`src/rtl/player_motion_ctrl_if.sv`:
```
// Bus between a player controller and the game logic: keyboard slots and
// collider bounds flow in, position and animation information flows out.
interface player_motion_ctrl_if #(
    parameter int NUM_KEYS = 2
);
    logic [8*NUM_KEYS-1:0] keycodes;
    logic [9:0]            X_Min;
    logic [9:0]            X_Max;
    logic [9:0]            Y_Min;
    logic [9:0]            Y_Max;
    logic [9:0]            pos_x;
    logic [9:0]            pos_y;
    logic                  facing_left;
    logic                  grounded;
    logic [1:0]            anim_state;
    logic [2:0]            frame_index;
    logic                  tick;

    modport master (
        output keycodes, X_Min, X_Max, Y_Min, Y_Max,
        input  pos_x, pos_y, facing_left, grounded, anim_state, frame_index, tick
    );

    modport slave (
        input  keycodes, X_Min, X_Max, Y_Min, Y_Max,
        output pos_x, pos_y, facing_left, grounded, anim_state, frame_index, tick
    );
endinterface

```
`src/rtl/player_motion_ctrl.sv`:
```
// Per-character movement controller: keys -> motion, jump, gravity, bound clamping, animation.
// Define PLAYER_COYOTE_EN to allow a short jump grace window after leaving the ground.
module player_motion_ctrl #(
    parameter int         W           = 32,
    parameter int         H           = 48,
    parameter int         START_X     = 32,
    parameter int         START_Y     = 416,
    parameter int         VX          = 2,
    parameter int         JUMP_V0     = 7,
    parameter int         GRAVITY     = 1,
    parameter int         GRAV_DIV    = 4,
    parameter int         VY_MAX      = 6,
    parameter int         ANIM_DIV    = 4,
    parameter int         IDLE_FRAMES = 4,
    parameter int         RUN_FRAMES  = 4,
    parameter int         AIR_FRAMES  = 1,
    parameter int         NUM_KEYS    = 2,
    parameter logic [7:0] KEY_LEFT    = 8'h04,
    parameter logic [7:0] KEY_RIGHT   = 8'h07,
    parameter logic [7:0] KEY_JUMP    = 8'h1a
) (
    input  logic                 Clk,
    input  logic                 revive_n,
    input  logic                 frame_clk,
    player_motion_ctrl_if.slave  bus
);

    typedef enum logic [1:0] {
        ANIM_IDLE = 2'd0,
        ANIM_RUN  = 2'd1,
        ANIM_JUMP = 2'd2,
        ANIM_FALL = 2'd3
    } anim_e;

    localparam int GCW = (GRAV_DIV > 1) ? $clog2(GRAV_DIV) : 1;
    localparam int ACW = (ANIM_DIV > 1) ? $clog2(ANIM_DIV) : 1;
    localparam logic signed [11:0] W_S  = 12'(W);
    localparam logic signed [11:0] H_S  = 12'(H);
    localparam logic signed [11:0] VX_S = 12'(VX);

    logic [2:0]            fsync_q;
    logic                  frame_rise;
    logic [9:0]            x_q, x_d, y_q, y_d;
    logic signed [7:0]     vy_q, vy_d;
    logic                  facing_q, facing_d;
    logic                  grounded_q, grounded_d;
    anim_e                 anim_q, anim_d;
    logic [2:0]            frame_q, frame_d;
    logic [GCW-1:0]        grav_cnt_q, grav_cnt_d;
    logic [ACW-1:0]        anim_cnt_q, anim_cnt_d;
    logic                  tick_q;
`ifdef PLAYER_COYOTE_EN
    logic [2:0]            coyote_q, coyote_d;
`endif

    logic                  key_left, key_right, key_jump, moving, jump_ok;
    logic signed [11:0]    vx, nx, ny;
    logic signed [7:0]     vy_g, vy_sum;

    // fsync_q[0..1] form the synchronizer, fsync_q[2] holds the previous synced level
    assign frame_rise = fsync_q[1] & ~fsync_q[2];

    function automatic logic [3:0] frames_of(input anim_e s);
        case (s)
            ANIM_IDLE: frames_of = 4'(IDLE_FRAMES);
            ANIM_RUN:  frames_of = 4'(RUN_FRAMES);
            default:   frames_of = 4'(AIR_FRAMES);
        endcase
    endfunction

    always_comb begin
        key_left  = 1'b0;
        key_right = 1'b0;
        key_jump  = 1'b0;
        for (int k = 0; k < NUM_KEYS; k++) begin
            if (bus.keycodes[8*k +: 8] == KEY_LEFT)  key_left  = 1'b1;
            if (bus.keycodes[8*k +: 8] == KEY_RIGHT) key_right = 1'b1;
            if (bus.keycodes[8*k +: 8] == KEY_JUMP)  key_jump  = 1'b1;
        end
        moving = key_left ^ key_right;
        vx     = '0;
        if (moving) vx = key_left ? -VX_S : VX_S;
    end

    always_comb begin
        x_d        = x_q;
        y_d        = y_q;
        vy_d       = vy_q;
        facing_d   = facing_q;
        grounded_d = grounded_q;
        anim_d     = anim_q;
        frame_d    = frame_q;
        grav_cnt_d = grav_cnt_q;
        anim_cnt_d = anim_cnt_q;
        vy_sum     = vy_q + 8'(GRAVITY);
        vy_g       = vy_q;
        jump_ok    = 1'b0;
        nx         = '0;
        ny         = '0;
`ifdef PLAYER_COYOTE_EN
        coyote_d   = coyote_q;
`endif
        if (frame_rise) begin
            if (grav_cnt_q == GCW'(GRAV_DIV - 1)) begin
                grav_cnt_d = '0;
                vy_g       = (vy_sum > 8'(VY_MAX)) ? 8'(VY_MAX) : vy_sum;
            end else begin
                grav_cnt_d = grav_cnt_q + GCW'(1);
            end
            vy_d = vy_g;
`ifdef PLAYER_COYOTE_EN
            jump_ok = key_jump && (grounded_q || (coyote_q != 3'd0 && !vy_g[7]));
`else
            jump_ok = key_jump && grounded_q;
`endif
            if (jump_ok) begin
                vy_d       = -8'(JUMP_V0);
                grav_cnt_d = '0;
                grounded_d = 1'b0;
            end
            if (moving) facing_d = key_left;

            nx = $signed({2'b00, x_q}) + vx;
            ny = $signed({2'b00, y_q}) + {{4{vy_d[7]}}, vy_d};
            if (nx < $signed({2'b00, bus.X_Min}))             x_d = bus.X_Min;
            else if (nx + W_S > $signed({2'b00, bus.X_Max}))  x_d = bus.X_Max - 10'(W);
            else                                              x_d = nx[9:0];

            // a ceiling hit kills upward speed; touching the floor counts as landing
            if (ny < $signed({2'b00, bus.Y_Min})) begin
                y_d        = bus.Y_Min;
                vy_d       = '0;
                grounded_d = 1'b0;
            end else if (ny + H_S >= $signed({2'b00, bus.Y_Max})) begin
                y_d        = bus.Y_Max - 10'(H);
                vy_d       = '0;
                grounded_d = 1'b1;
            end else begin
                y_d        = ny[9:0];
                grounded_d = 1'b0;
            end
`ifdef PLAYER_COYOTE_EN
            if (jump_ok)               coyote_d = 3'd0;
            else if (grounded_d)       coyote_d = 3'd4;
            else if (coyote_q != 3'd0) coyote_d = coyote_q - 3'd1;
`endif
            if (!grounded_d) anim_d = vy_d[7] ? ANIM_JUMP : ANIM_FALL;
            else             anim_d = moving ? ANIM_RUN : ANIM_IDLE;

            if (anim_d != anim_q) begin
                frame_d    = '0;
                anim_cnt_d = '0;
            end else if (anim_cnt_q == ACW'(ANIM_DIV - 1)) begin
                anim_cnt_d = '0;
                frame_d    = ({1'b0, frame_q} + 4'd1 >= frames_of(anim_d)) ? 3'd0 : frame_q + 3'd1;
            end else begin
                anim_cnt_d = anim_cnt_q + ACW'(1);
            end
        end
    end

    always_ff @(posedge Clk or negedge revive_n) begin
        if (!revive_n) begin
            fsync_q    <= '0;
            x_q        <= 10'(START_X);
            y_q        <= 10'(START_Y);
            vy_q       <= '0;
            facing_q   <= 1'b0;
            grounded_q <= 1'b1;
            anim_q     <= ANIM_IDLE;
            frame_q    <= '0;
            grav_cnt_q <= '0;
            anim_cnt_q <= '0;
            tick_q     <= 1'b0;
`ifdef PLAYER_COYOTE_EN
            coyote_q   <= '0;
`endif
        end else begin
            fsync_q    <= {fsync_q[1:0], frame_clk};
            x_q        <= x_d;
            y_q        <= y_d;
            vy_q       <= vy_d;
            facing_q   <= facing_d;
            grounded_q <= grounded_d;
            anim_q     <= anim_d;
            frame_q    <= frame_d;
            grav_cnt_q <= grav_cnt_d;
            anim_cnt_q <= anim_cnt_d;
            tick_q     <= frame_rise;
`ifdef PLAYER_COYOTE_EN
            coyote_q   <= coyote_d;
`endif
        end
    end

    assign bus.pos_x       = x_q;
    assign bus.pos_y       = y_q;
    assign bus.facing_left = facing_q;
    assign bus.grounded    = grounded_q;
    assign bus.anim_state  = anim_q;
    assign bus.frame_index = frame_q;
    assign bus.tick        = tick_q;

endmodule

```
`src/flat_wrapper.sv`:
```
// flat-port wrapper written by rule: the top's interface ports become plain ports
module player_motion_ctrl_flat 
#(
    parameter int         W           = 32,
    parameter int         H           = 48,
    parameter int         START_X     = 32,
    parameter int         START_Y     = 416,
    parameter int         VX          = 2,
    parameter int         JUMP_V0     = 7,
    parameter int         GRAVITY     = 1,
    parameter int         GRAV_DIV    = 4,
    parameter int         VY_MAX      = 6,
    parameter int         ANIM_DIV    = 4,
    parameter int         IDLE_FRAMES = 4,
    parameter int         RUN_FRAMES  = 4,
    parameter int         AIR_FRAMES  = 1,
    parameter int         NUM_KEYS    = 2,
    parameter logic [7:0] KEY_LEFT    = 8'h04,
    parameter logic [7:0] KEY_RIGHT   = 8'h07,
    parameter logic [7:0] KEY_JUMP    = 8'h1a
)
  (Clk, revive_n, frame_clk, bus_keycodes, bus_X_Min, bus_X_Max, bus_Y_Min, bus_Y_Max, bus_pos_x, bus_pos_y, bus_facing_left, bus_grounded, bus_anim_state, bus_frame_index, bus_tick);
  player_motion_ctrl_if #(.NUM_KEYS(NUM_KEYS)) bus_i ();
  input  logic Clk;
  input  logic revive_n;
  input  logic frame_clk;
  input wire logic [$bits(bus_i.keycodes)-1:0] bus_keycodes;
  input wire logic [$bits(bus_i.X_Min)-1:0] bus_X_Min;
  input wire logic [$bits(bus_i.X_Max)-1:0] bus_X_Max;
  input wire logic [$bits(bus_i.Y_Min)-1:0] bus_Y_Min;
  input wire logic [$bits(bus_i.Y_Max)-1:0] bus_Y_Max;
  output wire logic [$bits(bus_i.pos_x)-1:0] bus_pos_x;
  output wire logic [$bits(bus_i.pos_y)-1:0] bus_pos_y;
  output wire logic [$bits(bus_i.facing_left)-1:0] bus_facing_left;
  output wire logic [$bits(bus_i.grounded)-1:0] bus_grounded;
  output wire logic [$bits(bus_i.anim_state)-1:0] bus_anim_state;
  output wire logic [$bits(bus_i.frame_index)-1:0] bus_frame_index;
  output wire logic [$bits(bus_i.tick)-1:0] bus_tick;
  assign bus_i.keycodes = bus_keycodes;
  assign bus_i.X_Min = bus_X_Min;
  assign bus_i.X_Max = bus_X_Max;
  assign bus_i.Y_Min = bus_Y_Min;
  assign bus_i.Y_Max = bus_Y_Max;
  assign bus_pos_x = bus_i.pos_x;
  assign bus_pos_y = bus_i.pos_y;
  assign bus_facing_left = bus_i.facing_left;
  assign bus_grounded = bus_i.grounded;
  assign bus_anim_state = bus_i.anim_state;
  assign bus_frame_index = bus_i.frame_index;
  assign bus_tick = bus_i.tick;
  player_motion_ctrl #(.W(W), .H(H), .START_X(START_X), .START_Y(START_Y), .VX(VX), .JUMP_V0(JUMP_V0), .GRAVITY(GRAVITY), .GRAV_DIV(GRAV_DIV), .VY_MAX(VY_MAX), .ANIM_DIV(ANIM_DIV), .IDLE_FRAMES(IDLE_FRAMES), .RUN_FRAMES(RUN_FRAMES), .AIR_FRAMES(AIR_FRAMES), .NUM_KEYS(NUM_KEYS), .KEY_LEFT(KEY_LEFT), .KEY_RIGHT(KEY_RIGHT), .KEY_JUMP(KEY_JUMP)) u_core (.Clk(Clk), .revive_n(revive_n), .frame_clk(frame_clk), .bus(bus_i));
endmodule
```
`config.mk`:
```
export PLATFORM = sky130hd
export DESIGN_NAME = player_motion_ctrl_flat
export DESIGN_NICKNAME = d
export VERILOG_FILES = /design/src/rtl/player_motion_ctrl_if.sv /design/src/rtl/player_motion_ctrl.sv /design/src/flat_wrapper.sv
export SDC_FILE = /design/constraint.sdc
export NUM_CORES = 1
export LEC_CHECK = 0
export BUFFER_PORTS_ARGS = -buffer_cell sky130_fd_sc_hd__buf_2
export CAP_MARGIN = 10
export CORE_MARGIN = 2
export CORE_UTILIZATION = 61
export DETAILED_ROUTE_END_ITERATION = 8
export GPL_ROUTABILITY_DRIVEN = 0
export PLACE_DENSITY = 0.88
export SYNTH_ARGS = -nofsm -noshare
export SYNTH_HDL_FRONTEND = slang
export SYNTH_SLANG_ARGS = --single-unit
```
`constraint.sdc`:
```
create_clock -name Clk -period 11.11 [get_ports Clk]
set_input_delay 0.5555 -clock Clk [delete_from_list [all_inputs] [get_ports Clk]]
set_output_delay 0.5555 -clock Clk [all_outputs]
set_load 0.1 [all_outputs]
```
==> flow_summary.yaml <==
sta:
  rsz0062_at_grt: "no"
  setup_violations: 0
  finalCritPeriodShare: 0.678
  setup_tns_ns: 0
  fin_crit_ns: 7.54
  worstMarginPinSlew_ns: 1.03
  skew_ns: 0.0176
  maxSlewViolCount: 0
  layout_setup_ws_ns: 3.57
  hold_ws_ns: 0.358
  timing.final.hold_violations: 0
  relSlewSlack: 0.317
  fmax_mhz: 133
setup_path:
  critPathMaxStageDelay_ns: 0.59
  ff2ff_setup_slack_ns: 3.57
  start_kind: "flip-flop"
  cp.arrival_ns: 7.77
  crit_top_cell: "ha_1"
  required_ns: 11.34
  slowest_stage: "or4b_4"
  crit_path_end_kind: "flip-flop"
  crit_type: "reg -> reg"
  cp_max_fo: 7
placed_design:
  hpwl_um: 10400
  placed_cells: 772
  pre_cts_slack_ns: 3.79
  portBuffers: 86
synth:
  synth_most_common_cell: "ha_1"
  ys_ff_latch: 43
  synth_cells: 597
  ys_warn_count: 0
  yosysSeqAreaShare: 0.225
  synth_edf_count: 0
  synth_commonest_cells: "71 x ha_1, 66 x inv_1, 52 x nand2_1"
  synth-async-reset-ratio: 1.00
  syn-cell-area_um2: 4810
  synth.largest_area_cell: "dfrtp_1"
  ys_types: 64
  netlist.area_leader.share: 0.198
  yosys-top-cells-area: "dfrtp_1 20%, ha_1 18%, inv_1 5.2%"
  postSynthAreaPerCell_um2: 8.06
  synth-main-ff-cell: "dfrtp_1"
  syn-num-nets: 729
routing:
  drcViolationCount: 0
  first_pass_iters: 5
  routed-via-count: 4914
  vias_per_cell: 6.30
  post_drt_wl_per_cell_um: 17.2
  drt_wl_total_um: 13400
  ant_nets: 0
  drt_iter0_drc: 330
flow_run:
  drv_cap: 0
die:
  initial_utilization: 0.626
  rows: 32
  ioPinCount: 87
  core_area_um2: 7690
  die_w_um: 92.8
  dieArea_um2: 8610
  die_y_um: 92.8
pwr:
  totalPowerFinal_mw: 1.76
  pwr_density_cell_nw_per_um2: 325
  p_seq_frac: 0.158
  vdd_drop_max_uv: 278
  p_int_mw: 0.691
  switching_power_mw: 1.07
  combPwrFrac: 0.780
  clkPwrFrac: 0.063
  power.leakage_nw: 2.76
  swShare: 0.608
global_route:
  antenna_found_initial: 0
  gr-total-overflow: 0
  grt_max_degree: 47
  track_usage: 0.314
  grt_pass1_wl_um: 22100
  grt_pass1_vias: 4849
clock_tree:
  path_clk_slew_ns: 0.09
  cts_buffer_depth: 2
  cts_post_setup_buffers_inserted: 0
  clockRootBuffer: "clkbuf_8"
  htree_levels: 2
  clock-sinks: 43
  cts-hold-fix-buffers: 0
  cts_buffers: 5
  postCtsResizedCells: 0
  tritoncts: "yes"
  clk_latency_ns: 0.32
final_layout:
  drive_gt1_frac: 0.168
  insertedDiodeCount: 0
  syn_to_final_growth_pct: 12.8
  nets: 809
  instances_no_fill: 780
status:
  outcome: "complete, no violations"
worst_hold_path:
  hp-class: "in -> reg"
-- layout make-up --
cell class	instances	area, um2
Multi-Input combinational cell	470	3410
Timing Repair Buffer	90	460
Clock buffer	5	68.8
Tap cell	102	128
Clock inverter	3	23.8
Fill cell	634	2260
Sequential cell	43	1080
Inverter	67	251
-- per-layer routing --
layer / track usage / vias up / wire [um]
met5: 0 / - / 0
met4: 0.120 / 0 / 406
met3: 0.0553 / 44 / 966
met2: 0.525 / 241 / 6350
met1: 0.404 / 2307 / 5660
li1: - / 2322 / -
-- layout by cell type, fill, tap and decap left out, types with 7 or more instances in the layout --
master and n:
dfrtp_1 38, nand3_1 33, and3_1 7, a31oi_1 11, xor2_1 13, nor3_1 13, o211ai_1 11, a21oi_1 37
o21ai_1 20, buf_2 86, a211o_1 7, a21o_1 11, nand2_1 52, xnor2_1 26, mux2i_1 11, inv_1 66
ha_1 71, nor2_1 23, o21ai_0 22
-- metrics by stage --
step                 util  area, um2
CTS                 0.706       5430
global placement    0.694       5330
floorplan               -       4810
global route        0.706       5430
detailed placement  0.694       5330
finish              0.706       5430
-- final timing paths --
check | startpoint | end | cells after the start
max in group asynchronous | revive_n | u_core.bus.pos_y[1] | 1
min in group asynchronous | revive_n | u_core.vy_q[2] | 1
hold / removal | frame_clk | u_core.fsync_q[0] | 1
setup reg to reg | u_core.vy_q[0] | u_core.bus.frame_index[1] | 30
hold reg to reg | u_core.fsync_q[0] | u_core.fsync_q[1] | 0
setup / recovery | u_core.vy_q[0] | u_core.bus.frame_index[1] | 30
-- logic make-up (layout without fill, tap and decap cells) --
family                   Yosys count  count (layout)  share of synthesized area
flip-flops                        43              43                      0.225
adder cells (fa/ha/maj)           73              73                      0.193
multiplexers                      12              12                     0.0252
AO/OA/AOI/OAI                    173             173                      0.239
buffers and inverters             84             165                     0.0658
AND/OR/NAND/NOR                  173             173                      0.181
XOR/XNOR                          39              39                     0.0710
-- sequential cells by signal, summed over array words and instances, names as in the netlist --
| name | count |
|---|---|
| u_core.bus.facing_left | 1 |
| u_core.bus.grounded | 1 |
| u_core.bus.tick | 1 |
| u_core.grav_cnt_q | 2 |
| u_core.bus.pos_x | 10 |
| u_core.anim_cnt_q | 2 |
| u_core.fsync_q | 3 |
| u_core.vy_q | 8 |
| u_core.bus.frame_index | 3 |
| u_core.bus.pos_y | 10 |
| u_core.bus.anim_state | 2 |
-- power groups by stage --
| stage | registers [mW] | logic [mW] | clock network, mW |
|---|---|---|---|
| 2_1_floorplan | 0.559 | 0.757 | 0 |
| 3_3_place_gp | 0.276 | 1.29 | 0 |
| 3_5_place_dp | 0.279 | 1.33 | 0 |
| 4_1_cts | 0.276 | 1.34 | 0.111 |
| 5_1_grt | 0.286 | 1.49 | 0.118 |
| 6_report | 0.278 | 1.37 | 0.110 |
-- worst max-delay path: cells and delay by family (launching register included) --
kind                     cells  cell delay (ns)
buffers and inverters        2             0.21
flip-flops                   1             0.47
XOR/XNOR                     2             0.52
AO/OA/AOI/OAI                9             1.84
adder cells (fa/ha/maj)      6             1.79
AND/OR/NAND/NOR             11             2.64
Power figures use the tool's default switching activity.
